## config.mk

```make
export PLATFORM = sky130hd
export DESIGN_NAME = chaos_map_gen
export DESIGN_NICKNAME = d
export VERILOG_FILES = /design/src/rtl/chaos_map_gen.sv
export SDC_FILE = /design/constraint.sdc
export NUM_CORES = 1
export LEC_CHECK = 0
export ABC_AREA = 1
export BUFFER_PORTS_ARGS = -buffer_cell sky130_fd_sc_hd__buf_4
export CELL_PAD_IN_SITES_DETAIL_PLACEMENT = 0
export CELL_PAD_IN_SITES_GLOBAL_PLACEMENT = 1
export CORE_MARGIN = 4
export CORE_UTILIZATION = 33
export CTS_BUF_LIST = sky130_fd_sc_hd__clkbuf_16
export DETAILED_ROUTE_END_ITERATION = 16
export PLACE_DENSITY = 0.63
export SYNTH_ARGS = -nofsm -noshare
export SYNTH_HDL_FRONTEND = slang
export SYNTH_SLANG_ARGS = --single-unit
```

## constraint.sdc

```tcl
create_clock -name clk -period 11 [get_ports clk]
set_input_delay 0 -clock clk [delete_from_list [all_inputs] [get_ports clk]]
set_output_delay 0 -clock clk [all_outputs]
set_load 0.03 [all_outputs]
```

## src/rtl/chaos_map_gen.sv

```systemverilog
// Logistic-map source x' = r*x*(1-x) in Q8.8; three cycles from IDLE to a valid iterate.
// The iterate is held in OUT until consumed; stuck orbits (0 or fixed point) reseed deterministically.
module chaos_map_gen #(
  parameter logic [15:0] SEED_DEFAULT = 16'h0055,
  parameter logic [15:0] RESEED_STEP  = 16'h0017
) (
  input  logic        clk,
  input  logic        rst,
  input  logic        enable,
  input  logic        seed_load,
  input  logic [15:0] seed,
  input  logic [15:0] r_coef,
  output logic [15:0] chaotic_value,
  output logic        valid,
  input  logic        ready,
  output logic        busy,
  output logic [7:0]  stuck_count
);

  typedef enum logic [1:0] {IDLE, MUL1, MUL2, OUT} state_t;

  localparam logic [7:0] SEED_INIT = (SEED_DEFAULT[7:0] == 8'h00) ? 8'h01 : SEED_DEFAULT[7:0];

  state_t      state;
  logic [7:0]  x;
  logic [7:0]  s;
  logic [7:0]  p1;
  logic [15:0] r_q;

  logic [7:0]  seed_x;
  logic [8:0]  one_minus_x;
  logic [16:0] mul1_full;
  logic [23:0] mul2_full;
  logic [15:0] t;
  logic [7:0]  n_raw;
  logic        stuck;
  logic [7:0]  s_bump;
  logic [7:0]  n_fin;
  logic        unused_bits;

  assign seed_x      = (seed[7:0] == 8'h00) ? 8'h01 : seed[7:0];
  assign one_minus_x = 9'd256 - {1'b0, x};
  assign mul1_full   = {9'b0, x} * {8'b0, one_minus_x};
  assign mul2_full   = {8'b0, r_q} * {16'b0, p1};
  assign t           = mul2_full[23:8];
  // Anything at or above 1.0 clamps to the largest representable fraction.
  assign n_raw       = (t >= 16'h0100) ? 8'hFF : t[7:0];
  assign stuck       = (n_raw == 8'h00) || (n_raw == x);
  assign s_bump      = s + RESEED_STEP[7:0];
  assign n_fin       = !stuck ? n_raw : ((s_bump == 8'h00) ? 8'h01 : s_bump);
  assign unused_bits = ^{seed[15:8], mul1_full[16], mul1_full[7:0], mul2_full[7:0]};

  always_ff @(posedge clk) begin
    if (rst) begin
      state         <= IDLE;
      x             <= SEED_INIT;
      s             <= SEED_INIT;
      p1            <= 8'h00;
      r_q           <= 16'h0000;
      chaotic_value <= 16'h0000;
      valid         <= 1'b0;
      busy          <= 1'b0;
      stuck_count   <= 8'h00;
    end else if (seed_load) begin
      state <= IDLE;
      x     <= seed_x;
      s     <= seed_x;
      valid <= 1'b0;
      busy  <= 1'b0;
    end else begin
      case (state)
        IDLE: begin
          if (enable) begin
            state <= MUL1;
            busy  <= 1'b1;
          end
        end
        MUL1: begin
          r_q   <= r_coef;
          p1    <= mul1_full[15:8];
          state <= MUL2;
        end
        MUL2: begin
          x             <= n_fin;
          chaotic_value <= {8'h00, n_fin};
          if (stuck) begin
            s <= s_bump;
            if (stuck_count != 8'hFF) stuck_count <= stuck_count + 8'd1;
          end
          state <= OUT;
          busy  <= 1'b0;
          valid <= 1'b1;
        end
        OUT: begin
          if (ready) begin
            valid <= 1'b0;
            if (enable) begin
              state <= MUL1;
              busy  <= 1'b1;
            end else begin
              state <= IDLE;
            end
          end
        end
        default: begin
          state <= IDLE;
          valid <= 1'b0;
          busy  <= 1'b0;
        end
      endcase
    end
  end

endmodule

```

==> impl_metrics.py, run 1 <==
metrics = {
    "floorplanning": {
        "design.die.area_um2": 32500,
        "rows": 62,
        "ios": 63,
        "core-area_um2": 29000,
        "initial_core_util_pct": 33.8,
        "fp.dieW_um": 180,
        "die_height_um": 180,
    },
    "clocking": {
        "h-tree-depth": 3,
        "insertion_delay_ns": 0.35,
        "cts_setup_buffers": 0,
        "cts_sinks": 60,
        "cts_resized": 0,
        "cts_tree": "done",
        "clock_path_buffers": 2,
        "postCtsHoldBufs": 18,
        "cts_buffers": 9,
        "cts-root-buf": "clkbuf_16",
        "clk_pin_slew_ns": 0.06,
    },
    "yosys": {
        "synth_area_um2": 9800,
        "yosys.area_share.adder_pct": 36.9,
        "yosysWarnings": 0,
        "synth_xor_area_share_pct": 1.88,
        "ys_types": 43,
        "synth_top_area_share_pct": 25.1,
        "ys_ff_latch": 60,
        "syn_avg_cell_area_um2": 6.87,
        "muxShareOfSynthArea_pct": 0,
        "ys_seq_area_share_pct": 12.3,
        "synthTopCellsByArea": "fa_1, nand2_1, inv_1",
        "synth_area_leader_cell": "fa_1",
        "synth_top_family_by_area": "adder cells",
        "synthCells": 1426,
        "synth_compound_area_share_pct": 5.43,
        "synth-simple-area-share_pct": 26.8,
    },
    "sta": {
        "finalHoldViolCount": 0,
        "slew-limit-headroom_pct": 38.7,
        "drv_slew": 0,
        "period_minus_slack_ns": 6.66,
        "rsz0062_at_grt": "false",
        "setup_viol": 0,
        "tightest_slew_ns": 0.914,
        "clock_skew_ns": 0.00859,
        "hold_slack_ns": 0.0112,
        "setup_tns_ns": 0,
        "period_share_pct": 60.6,
        "max_freq_mhz": 150,
    },
    "power_and_ir_drop": {
        "peakVddDrop_mv": 0.0578,
        "seqPwrFrac_pct": 24.3,
        "comb_power_share_pct": 47.8,
        "power.leakage_nw": 6.53,
        "cell_internal_pwr_mw": 0.623,
        "pwr-share-clk_pct": 27.9,
        "cellPowerDensity_nw_per_um2": 99.6,
        "swShare_pct": 42.5,
        "power.total_mw": 1.08,
        "p_sw_mw": 0.459,
    },
    "global_route": {
        "overflow": 0,
        "grt_max_degree": 27,
        "grt_usage_pct": 15.9,
        "antenna_found_initial": 0,
        "grt_pass1_wl_um": 43200,
        "grt_pass1_vias": 8660,
    },
    "detailed_routing": {
        "final_antenna_net_count": 0,
        "vias": 8215,
        "drt_iter0_markers": 326,
        "drtPass1Iterations": 5,
        "via_per_inst": 4.47,
        "drt_wl_total_um": 24500,
        "drcViolationCount": 0,
        "wl_per_cell_um": 13.3,
    },
    "layout": {
        "antenna_cells": 0,
        "fillers": 3233,
        "area_growth_pct": 10.8,
        "fin_nets": 1702,
        "drive_above_1_share_pct": 6.94,
    },
    "worst_setup_path": {
        "worstPathRequired_ns": 11.24,
        "crit_path_end_kind": "flip-flop",
        "critical_path_arrival_ns": 6.90,
        "setup.worst_path.start_class": "flip-flop",
        "r2r_cells": 27,
        "crit_fanout": 21,
        "crit_type": "reg -> reg",
    },
    "placement": {
        "hpwl_um": 20100,
        "portBuffers": 46,
        "gp_congestion": 0.810,
    },
    "hold_path": {
        "hold_class": "in -> reg",
        "hold_depth": 5,
    },
    "job": {
        "max-cap-violations": 0,
    },
    "outcome": {
        "outcome": "complete, no violations",
    },
}
-- metrics by stage --
| stage | utilization (%) | instances | area (µm²) | setup slack, ns |
|---|---|---|---|---|
| 6_report | 37.4 | 1839 | 10900 | 4.34 |
| 5_1_grt | 37.4 | 1839 | 10900 | 3.69 |
| 4_1_cts | 37.4 | 1839 | 10900 | 4.33 |
| 3_5_place_dp | 35.8 | 1805 | 10400 | 4.35 |
| 3_3_place_gp | 35.8 | 1805 | 10400 | 4.25 |
| 2_1_floorplan | - | 1437 | 9840 | 5.56 |
-- cells by family (layout without fill, tap and decap cells) --
kind of cell / Yosys count / after routing
fa+ha+maj: 215 / 215
compound gates: 96 / 96
flops: 60 / 60
buf+inv: 417 / 435
other cells: 2 / 13
simple gates: 615 / 615
xor+xnor: 21 / 21
-- final cells by class --
cell class / count / area (µm²) / area share [%]
sequential: 60 / 1200 / 11.1
clock buffer: 9 / 225 / 2.07
tap: 384 / 480 / 4.43
multi-input combinational: 960 / 7010 / 64.5
timing repair buffer: 67 / 548 / 5.05
clock inverter: 7 / 75.1 / 0.691
inverter: 352 / 1320 / 12.2
-- power groups by stage --
stage	Sequential (mW)	Clock [mW]	Combinational, mW
finish	0.263	0.302	0.517
global route	0.267	0.321	0.616
CTS	0.263	0.313	0.532
detailed placement	0.268	0	0.524
global placement	0.268	0	0.517
floorplan	0.244	0	0.433
-- synthesized netlist by cell type, drive strengths merged --
library cell  count
o21ai            35
o21a              1
a31oi             1
nand3b            4
xor2             10
buf              18
conb              2
ha               92
a211oi            3
nand2           368
a21boi            2
nor4              6
a21o              6
o211ai            4
inv             351
fa              123
clkbuf           47
nor2            123
nor3              8
or2               2
a31o              1
or3               1
nand4            17
a21oi            42
o21bai            1
xnor2            11
nand3            83
clkinv            1
dfxtp            60
and2              2
and3              1
-- worst max-delay path, cell delays in order, from the launching register on --
cell and delay (ns):
dfxtp_1 0.80, nand2_1 0.17, fa_1 0.53, fa_1 0.49, inv_1 0.05, fa_1 0.53
inv_1 0.06, fa_1 0.52, inv_1 0.04, ha_1 0.40, nand2_1 0.10, nor2_1 0.19
nand2_1 0.13, nor2_1 0.12, nand3_1 0.13, nand4_1 0.12, nand2_1 0.07, inv_2 0.07
nand4_2 0.16, nor2_8 0.26, nand2_1 0.14, or3_1 0.52, nand2_2 0.44, nand2_1 0.19
inv_1 0.14, nand2_1 0.06, nand2_1 0.05, nor2_1 0.04
-- worst paths after layout --
kind,startpoint,end,slack [ns]
min,enable,state[0]$_SDFFE_PP0P_,0.01
max,p1[4]$_SDFFE_PP0P_,stuck_count[0]$_SDFFE_PP0P_,4.34
min reg2reg,chaotic_value[4]$_SDFFE_PP0P_,chaotic_value[4]$_SDFFE_PP0P_,0.47
max reg2reg,p1[4]$_SDFFE_PP0P_,stuck_count[0]$_SDFFE_PP0P_,4.34
-- sequential cells by signal, summed over array words and instances (netlist names) --
signal         count
r_q               16
chaotic_value      8
p1                 8
s                  8
stuck_count        8
x                  8
state              2
busy               1
valid              1
-- layer usage --
metal / wire (µm) / vias to the layer above / share of wire [%] / GRT usage [%]
met2: 11100 / 86 / 45 / 25.8
li1: - / 4256 / - / -
met5: 0 / - / 0 / 0
met1: 12600 / 3858 / 51 / 22.9
met4: 243 / 0 / 0.99 / 3.27
met3: 634 / 15 / 2.6 / 1.92
-- cells in the final DEF (no fill, tap or decap), drive strengths merged, types with 10 or more instances in the layout --
cell	synthesis	layout
inv	351	352
dfxtp	60	60
conb	2	13
xor2	10	10
nor2	123	123
nand3	83	83
o21ai	35	35
a21oi	42	42
ha	92	92
dlygate4sd3	0	18
nand2	368	368
nand4	17	17
fa	123	123
buf	18	49
xnor2	11	11
No activity file was read; power rests on OpenSTA's default activity.
==> run 2, diff against run 1 <==
Settings changed: PLACE_DENSITY 0.63 to 0.65.
Clock period 11 ns to 6.1 ns, I/O delays scaled along.
==> run 2 against run 1 <==
Against the previous run: sequential power up 75%; total power rose by 92%; critical path depth grew 7; core utilization rose by 1.3 points; critical endpoint unchanged; highest routed layer unchanged.
==> impl_metrics.py, run 2 (synthesis gave the netlist of run 1 again) <==
metrics = {
    "outcome": {
        "outcome": "complete, no violations",
    },
    "global_route": {
        "grt_usage_pct": 16.1,
        "grt_pass1_wl_um": 43600,
        "antenna_found_initial": 0,
        "grt_max_degree": 27,
        "overflow": 0,
        "grt_pass1_vias": 8713,
    },
    "power_and_ir_drop": {
        "power.leakage_nw": 6.73,
        "swShare_pct": 41.3,
        "power.total_mw": 2.07,
        "pwr-share-clk_pct": 26.2,
        "comb_power_share_pct": 51.6,
        "peakVddDrop_mv": 0.143,
        "cell_internal_pwr_mw": 1.22,
        "p_sw_mw": 0.856,
        "seqPwrFrac_pct": 22.2,
        "cellPowerDensity_nw_per_um2": 184,
    },
    "detailed_routing": {
        "drcViolationCount": 0,
        "wl_per_cell_um": 13.5,
        "drt_iter0_markers": 427,
        "drtPass1Iterations": 5,
        "drt_wl_total_um": 25400,
        "vias": 8416,
        "final_antenna_net_count": 0,
        "via_per_inst": 4.48,
    },
    "sta": {
        "setup_tns_ns": 0,
        "finalHoldViolCount": 0,
        "max_freq_mhz": 176,
        "clock_skew_ns": 0.00802,
        "setup_ws_ns": 0.408,
        "setup_viol": 0,
        "period_share_pct": 93.3,
        "slew-limit-headroom_pct": 48.2,
        "period_minus_slack_ns": 5.69,
        "drv_slew": 0,
        "tightest_slew_ns": 0.773,
        "hold_slack_ns": 0.0293,
    },
    "floorplanning": {
        "design.die.area_um2": 32500,
        "initial_core_util_pct": 33.8,
        "core-area_um2": 29000,
        "rows": 62,
        "die_height_um": 180,
        "ios": 63,
        "fp.dieW_um": 180,
    },
    "hold_path": {
        "hp-start": "rst",
        "hold_end": "stuck_count[7]$_SDFFE_PP0P_",
        "hold_class": "in -> reg",
        "hold_depth": 2,
    },
    "layout": {
        "stdcell_area_um2": 11200,
        "area_growth_pct": 14.7,
        "fillers": 3214,
        "ff_latch_area_um2": 1230,
        "top_register": "r_q",
        "drive_above_1_share_pct": 10.8,
        "final_common_cell": "nand2_1",
        "fin_nets": 1741,
        "antenna_cells": 0,
        "multiInputGateArea_um2": 7050,
        "layout_common_cells": "nand2_1, inv_1, fa_1",
        "largest_register_ffs": 16,
    },
    "clocking": {
        "cts_tree": "done",
        "clock_path_buffers": 2,
        "cts_buffers": 9,
        "insertion_delay_ns": 0.34,
        "clk_pin_slew_ns": 0.05,
        "cts_sinks": 60,
        "h-tree-depth": 3,
        "cts-root-buf": "clkbuf_16",
    },
    "placement": {
        "dp_slack_ns": 0.166,
        "place_area_um2": 10600,
        "portBuffers": 46,
        "gp_congestion": 0.847,
        "hpwl_um": 21100,
    },
    "worst_setup_path": {
        "crit_path_end_kind": "flip-flop",
        "r2r_start": "r_q[10]$_SDFFE_PP0P_",
        "r2r_cells": 34,
        "crit_type": "reg -> reg",
        "reg2reg_setup_slack_ns": 0.41,
        "crit_top_cell": "nand2_1",
        "critical_path_arrival_ns": 5.93,
        "reg2reg_to": "stuck_count[0]$_SDFFE_PP0P_",
        "crit_fanout": 16,
        "critPathMaxStageDelay_ns": 0.53,
        "slowest_stage": "fa_1",
        "cp-startpoint": "r_q[10]$_SDFFE_PP0P_",
        "setup.worst_path.start_class": "flip-flop",
        "worstPathRequired_ns": 6.33,
    },
    "job": {
        "max-cap-violations": 0,
    },
}
## run 2: critical path, delay by kind of cell, from the launching register on
kind,cells,cell delay [ns]
flops,1,0.38
simple gates,20,1.95
buf+inv,9,0.76
fa+ha+maj,5,2.46
## run 2: worst max-delay path by stage
stage	to	slack, ns	depth (start not counted)
2_1_floorplan	x[3]$_SDFFE_PP0P_	0.66	29
3_3_place_gp	stuck_count[0]$_SDFFE_PP0P_	0.20	26
3_5_place_dp	stuck_count[0]$_SDFFE_PP0P_	0.17	26
4_1_cts	stuck_count[0]$_SDFFE_PP0P_	0.14	26
5_1_grt	stuck_count[0]$_SDFFE_PP0P_	-0.01	32
6_report	stuck_count[0]$_SDFFE_PP0P_	0.41	34
## run 2: stage by stage
step                util, %  std cells
floorplan                 -       1437
global placement       36.7       1839
detailed placement     36.7       1839
CTS                    38.4       1874
global route           38.8       1878
finish                 38.8       1878
## run 2: routing by layer
layer  track usage [%]  up-vias  part of all wire [%]
li1                  -     4329                     -
met1              23.3     3973                    52
met2              26.5      102                    45
met3              1.03       12                   2.4
met4              3.96        0                   1.2
met5                 0        -                     0
## run 2: power by group through the flow
| stage | clock, mW | combinational [mW] | sequential (mW) |
|---|---|---|---|
| 6_report | 0.542 | 1.07 | 0.460 |
| 5_1_grt | 0.571 | 1.25 | 0.465 |
| 4_1_cts | 0.558 | 1.09 | 0.459 |
| 3_5_place_dp | 0 | 1.07 | 0.468 |
| 3_3_place_gp | 0 | 1.06 | 0.467 |
| 2_1_floorplan | 0 | 0.781 | 0.439 |
## run 2: cell type report
| type | instances | share of cell area, % |
|---|---|---|
| sequential | 60 | 11.0 |
| tap | 384 | 4.27 |
| clock inverter | 7 | 0.734 |
| multi-input combinational | 961 | 62.7 |
| inverter | 352 | 11.7 |
| timing repair buffer | 105 | 7.54 |
| clock buffer | 9 | 2.00 |
## run 2: repair_timing
action,CTS,global route
resized for setup,0,33
setup buffers,0,3
hold buffers,19,0
setup endpoints to repair,0,32
hold endpoints to repair,21,0
==> run 3, diff against run 2 <==
==> constraint.sdc (replaced) <==
create_clock -name clk -period 6.1 [get_ports clk]
set_input_delay 1.83 -clock clk [delete_from_list [all_inputs] [get_ports clk]]
set_output_delay 1.83 -clock clk [all_outputs]
set_load 0.03 [all_outputs]
==> run 3 against run 2 <==
Against the previous run: critical path depth shrank 1; setup slack lost 0.026 ns; cell count shrank 0.75%; cell area shrank 1.3%; non-clock buffer count shrank 15; register-to-register slack lost 0.03 ns; wire length shrank 2.1%; flip-flop and latch count is the same; clock power is essentially flat; global-route usage is essentially flat; first-iteration DRC count shrank 24%; critical path type unchanged; largest cell class unchanged; largest power group unchanged.
==> impl_metrics.py, run 3 (synthesis gave the netlist of run 1 again) <==
metrics = {
    "worst_setup_path": {
        "crit_fanout": 17,
        "slowest_stage": "fa_1",
        "worstPathRequired_ns": 6.32,
        "critical_path_arrival_ns": 5.94,
        "critPathMaxStageDelay_ns": 0.53,
        "crit_top_cell": "nand2_1",
        "crit_path_end_kind": "flip-flop",
        "setup.worst_path.start_class": "flip-flop",
        "crit_type": "reg -> reg",
    },
    "global_route": {
        "top_usage_layer": "met2",
        "grt_pass1_wl_um": 43800,
        "grt_usage_pct": 16.1,
        "antenna_found_initial": 0,
        "grt_max_degree": 27,
        "overflow": 0,
        "grtUsageMet1_pct": 23.0,
        "use_met2_pct": 26.5,
        "grtUsageMet3_pct": 1.31,
        "grt_pass1_vias": 8783,
    },
    "clocking": {
        "cts_sinks": 60,
        "h-tree-depth": 3,
        "postCtsHoldBufs": 0,
        "cts-root-buf": "clkbuf_16",
        "cts_tree": "done",
        "clk_pin_slew_ns": 0.05,
        "cts_buffers": 9,
        "clock_path_buffers": 2,
        "insertion_delay_ns": 0.34,
    },
    "floorplanning": {
        "rows": 62,
        "fp.dieW_um": 180,
        "design.die.area_um2": 32500,
        "initial_core_util_pct": 33.8,
        "die_height_um": 180,
        "core-area_um2": 29000,
        "ios": 63,
    },
    "layout": {
        "layout_common_cells": "nand2_1, inv_1, fa_1",
        "post-route-util_pct": 38.3,
        "fillers": 3204,
        "top_register": "r_q",
        "area_growth_pct": 13.2,
        "antenna_cells": 0,
        "drive_above_1_share_pct": 11.4,
        "largest_register_ffs": 16,
        "final_common_cell": "nand2_1",
        "fin_nets": 1727,
    },
    "detailed_routing": {
        "final_antenna_net_count": 0,
        "vias": 8355,
        "drt_wl_total_um": 24800,
        "drt_iter0_markers": 326,
        "drtPass1Iterations": 5,
        "via_per_inst": 4.48,
        "drcViolationCount": 0,
        "wl_per_cell_um": 13.3,
    },
    "sta": {
        "slew-limit-headroom_pct": 57.2,
        "period_share_pct": 93.7,
        "finalHoldViolCount": 0,
        "setup_tns_ns": 0,
        "period_minus_slack_ns": 5.72,
        "max_freq_mhz": 175,
        "clock_skew_ns": 0.00505,
        "setup_viol": 0,
        "setup_ws_ns": 0.382,
        "drv_slew": 0,
        "tightest_slew_ns": 0.640,
    },
    "placement": {
        "portBuffers": 46,
        "dp_slack_ns": 0.104,
        "hpwl_um": 20900,
        "gp_congestion": 0.865,
    },
    "power_and_ir_drop": {
        "peakVddDrop_mv": 0.148,
        "cell_internal_pwr_mw": 1.21,
        "cellPowerDensity_nw_per_um2": 185,
        "seqPwrFrac_pct": 22.2,
        "p_sw_mw": 0.846,
        "comb_power_share_pct": 51.4,
        "power.leakage_nw": 6.68,
        "swShare_pct": 41.1,
        "pwr-share-clk_pct": 26.4,
    },
    "outcome": {
        "outcome": "complete, no violations",
    },
    "job": {
        "max-cap-violations": 0,
    },
    "hold_path": {
        "hold_class": "reg -> reg",
    },
}
[run 3: changes by cell type in the layout (fill, tap and decap cells not counted), sizes merged]
| cell | change |
|---|---|
| buf | +4 |
| clkinv | +1 |
| clkinvlp | -1 |
| dlygate4sd3 | -19 |
| nor2 | +1 |
[run 3: worst paths after layout]
check / start / to / slack (ns) / cells past startpoint
setup reg to reg: p1[7]$_SDFFE_PP0P_ / x[2]$_SDFFE_PP1P_ / 0.38 / 33
setup / recovery: p1[7]$_SDFFE_PP0P_ / x[2]$_SDFFE_PP1P_ / 0.38 / 33
hold reg to reg: chaotic_value[4]$_SDFFE_PP0P_ / chaotic_value[4]$_SDFFE_PP0P_ / 0.47 / 2
hold / removal: chaotic_value[4]$_SDFFE_PP0P_ / chaotic_value[4]$_SDFFE_PP0P_ / 0.47 / 2
[run 3: cell type report]
type / instances / area [µm²] / share of cell area [%]
timing repair buffer: 90 / 688 / 6.20
inverter: 352 / 1320 / 11.9
tap: 384 / 480 / 4.33
sequential: 60 / 1240 / 11.2
clock inverter: 7 / 82.6 / 0.744
clock buffer: 9 / 225 / 2.03
multi-input combinational: 962 / 7060 / 63.6
[run 3: layer usage]
layer | part of all wire, % | up-vias
met5 | 0 | -
met4 | 1.6 | 0
li1 | - | 4314
met1 | 51 | 3910
met2 | 45 | 109
met3 | 2.5 | 22
[run 3: critical path, delay by kind of cell (launching register included)]
kind / cells / cell delay, ns
adders and majority gates: 5 / 2.49
DFF: 1 / 0.39
buffers and inverters: 8 / 0.62
and+or+nand+nor: 20 / 2.07
[run 3: through the flow]
| step | hold WS [ns] | instance area (µm²) | total power [mW] | instances |
|---|---|---|---|---|
| 6_report | 0.472 | 11100 | 2.06 | 1864 |
| 5_1_grt | 0.527 | 11100 | 2.27 | 1864 |
| 4_1_cts | 0.480 | 11000 | 2.09 | 1859 |
| 3_5_place_dp | 0.471 | 10700 | 1.52 | 1843 |
| 3_3_place_gp | 0.459 | 10700 | 1.51 | 1843 |
| 2_1_floorplan | 0.468 | 9840 | 1.22 | 1437 |
[run 3: timing repair]
item | CTS | global route
setup endpoints to repair | 0 | 32
resized for setup | 0 | 35
setup buffers | 0 | 3
[run 3: power groups by stage]
| stage | clock [mW] | sequential, mW | combinational [mW] |
|---|---|---|---|
| after floorplan | 0 | 0.439 | 0.781 |
| after global placement | 0 | 0.464 | 1.05 |
| final | 0.543 | 0.457 | 1.06 |
| after detailed placement | 0 | 0.464 | 1.06 |
| after global routing | 0.573 | 0.461 | 1.23 |
| after CTS | 0.562 | 0.456 | 1.07 |
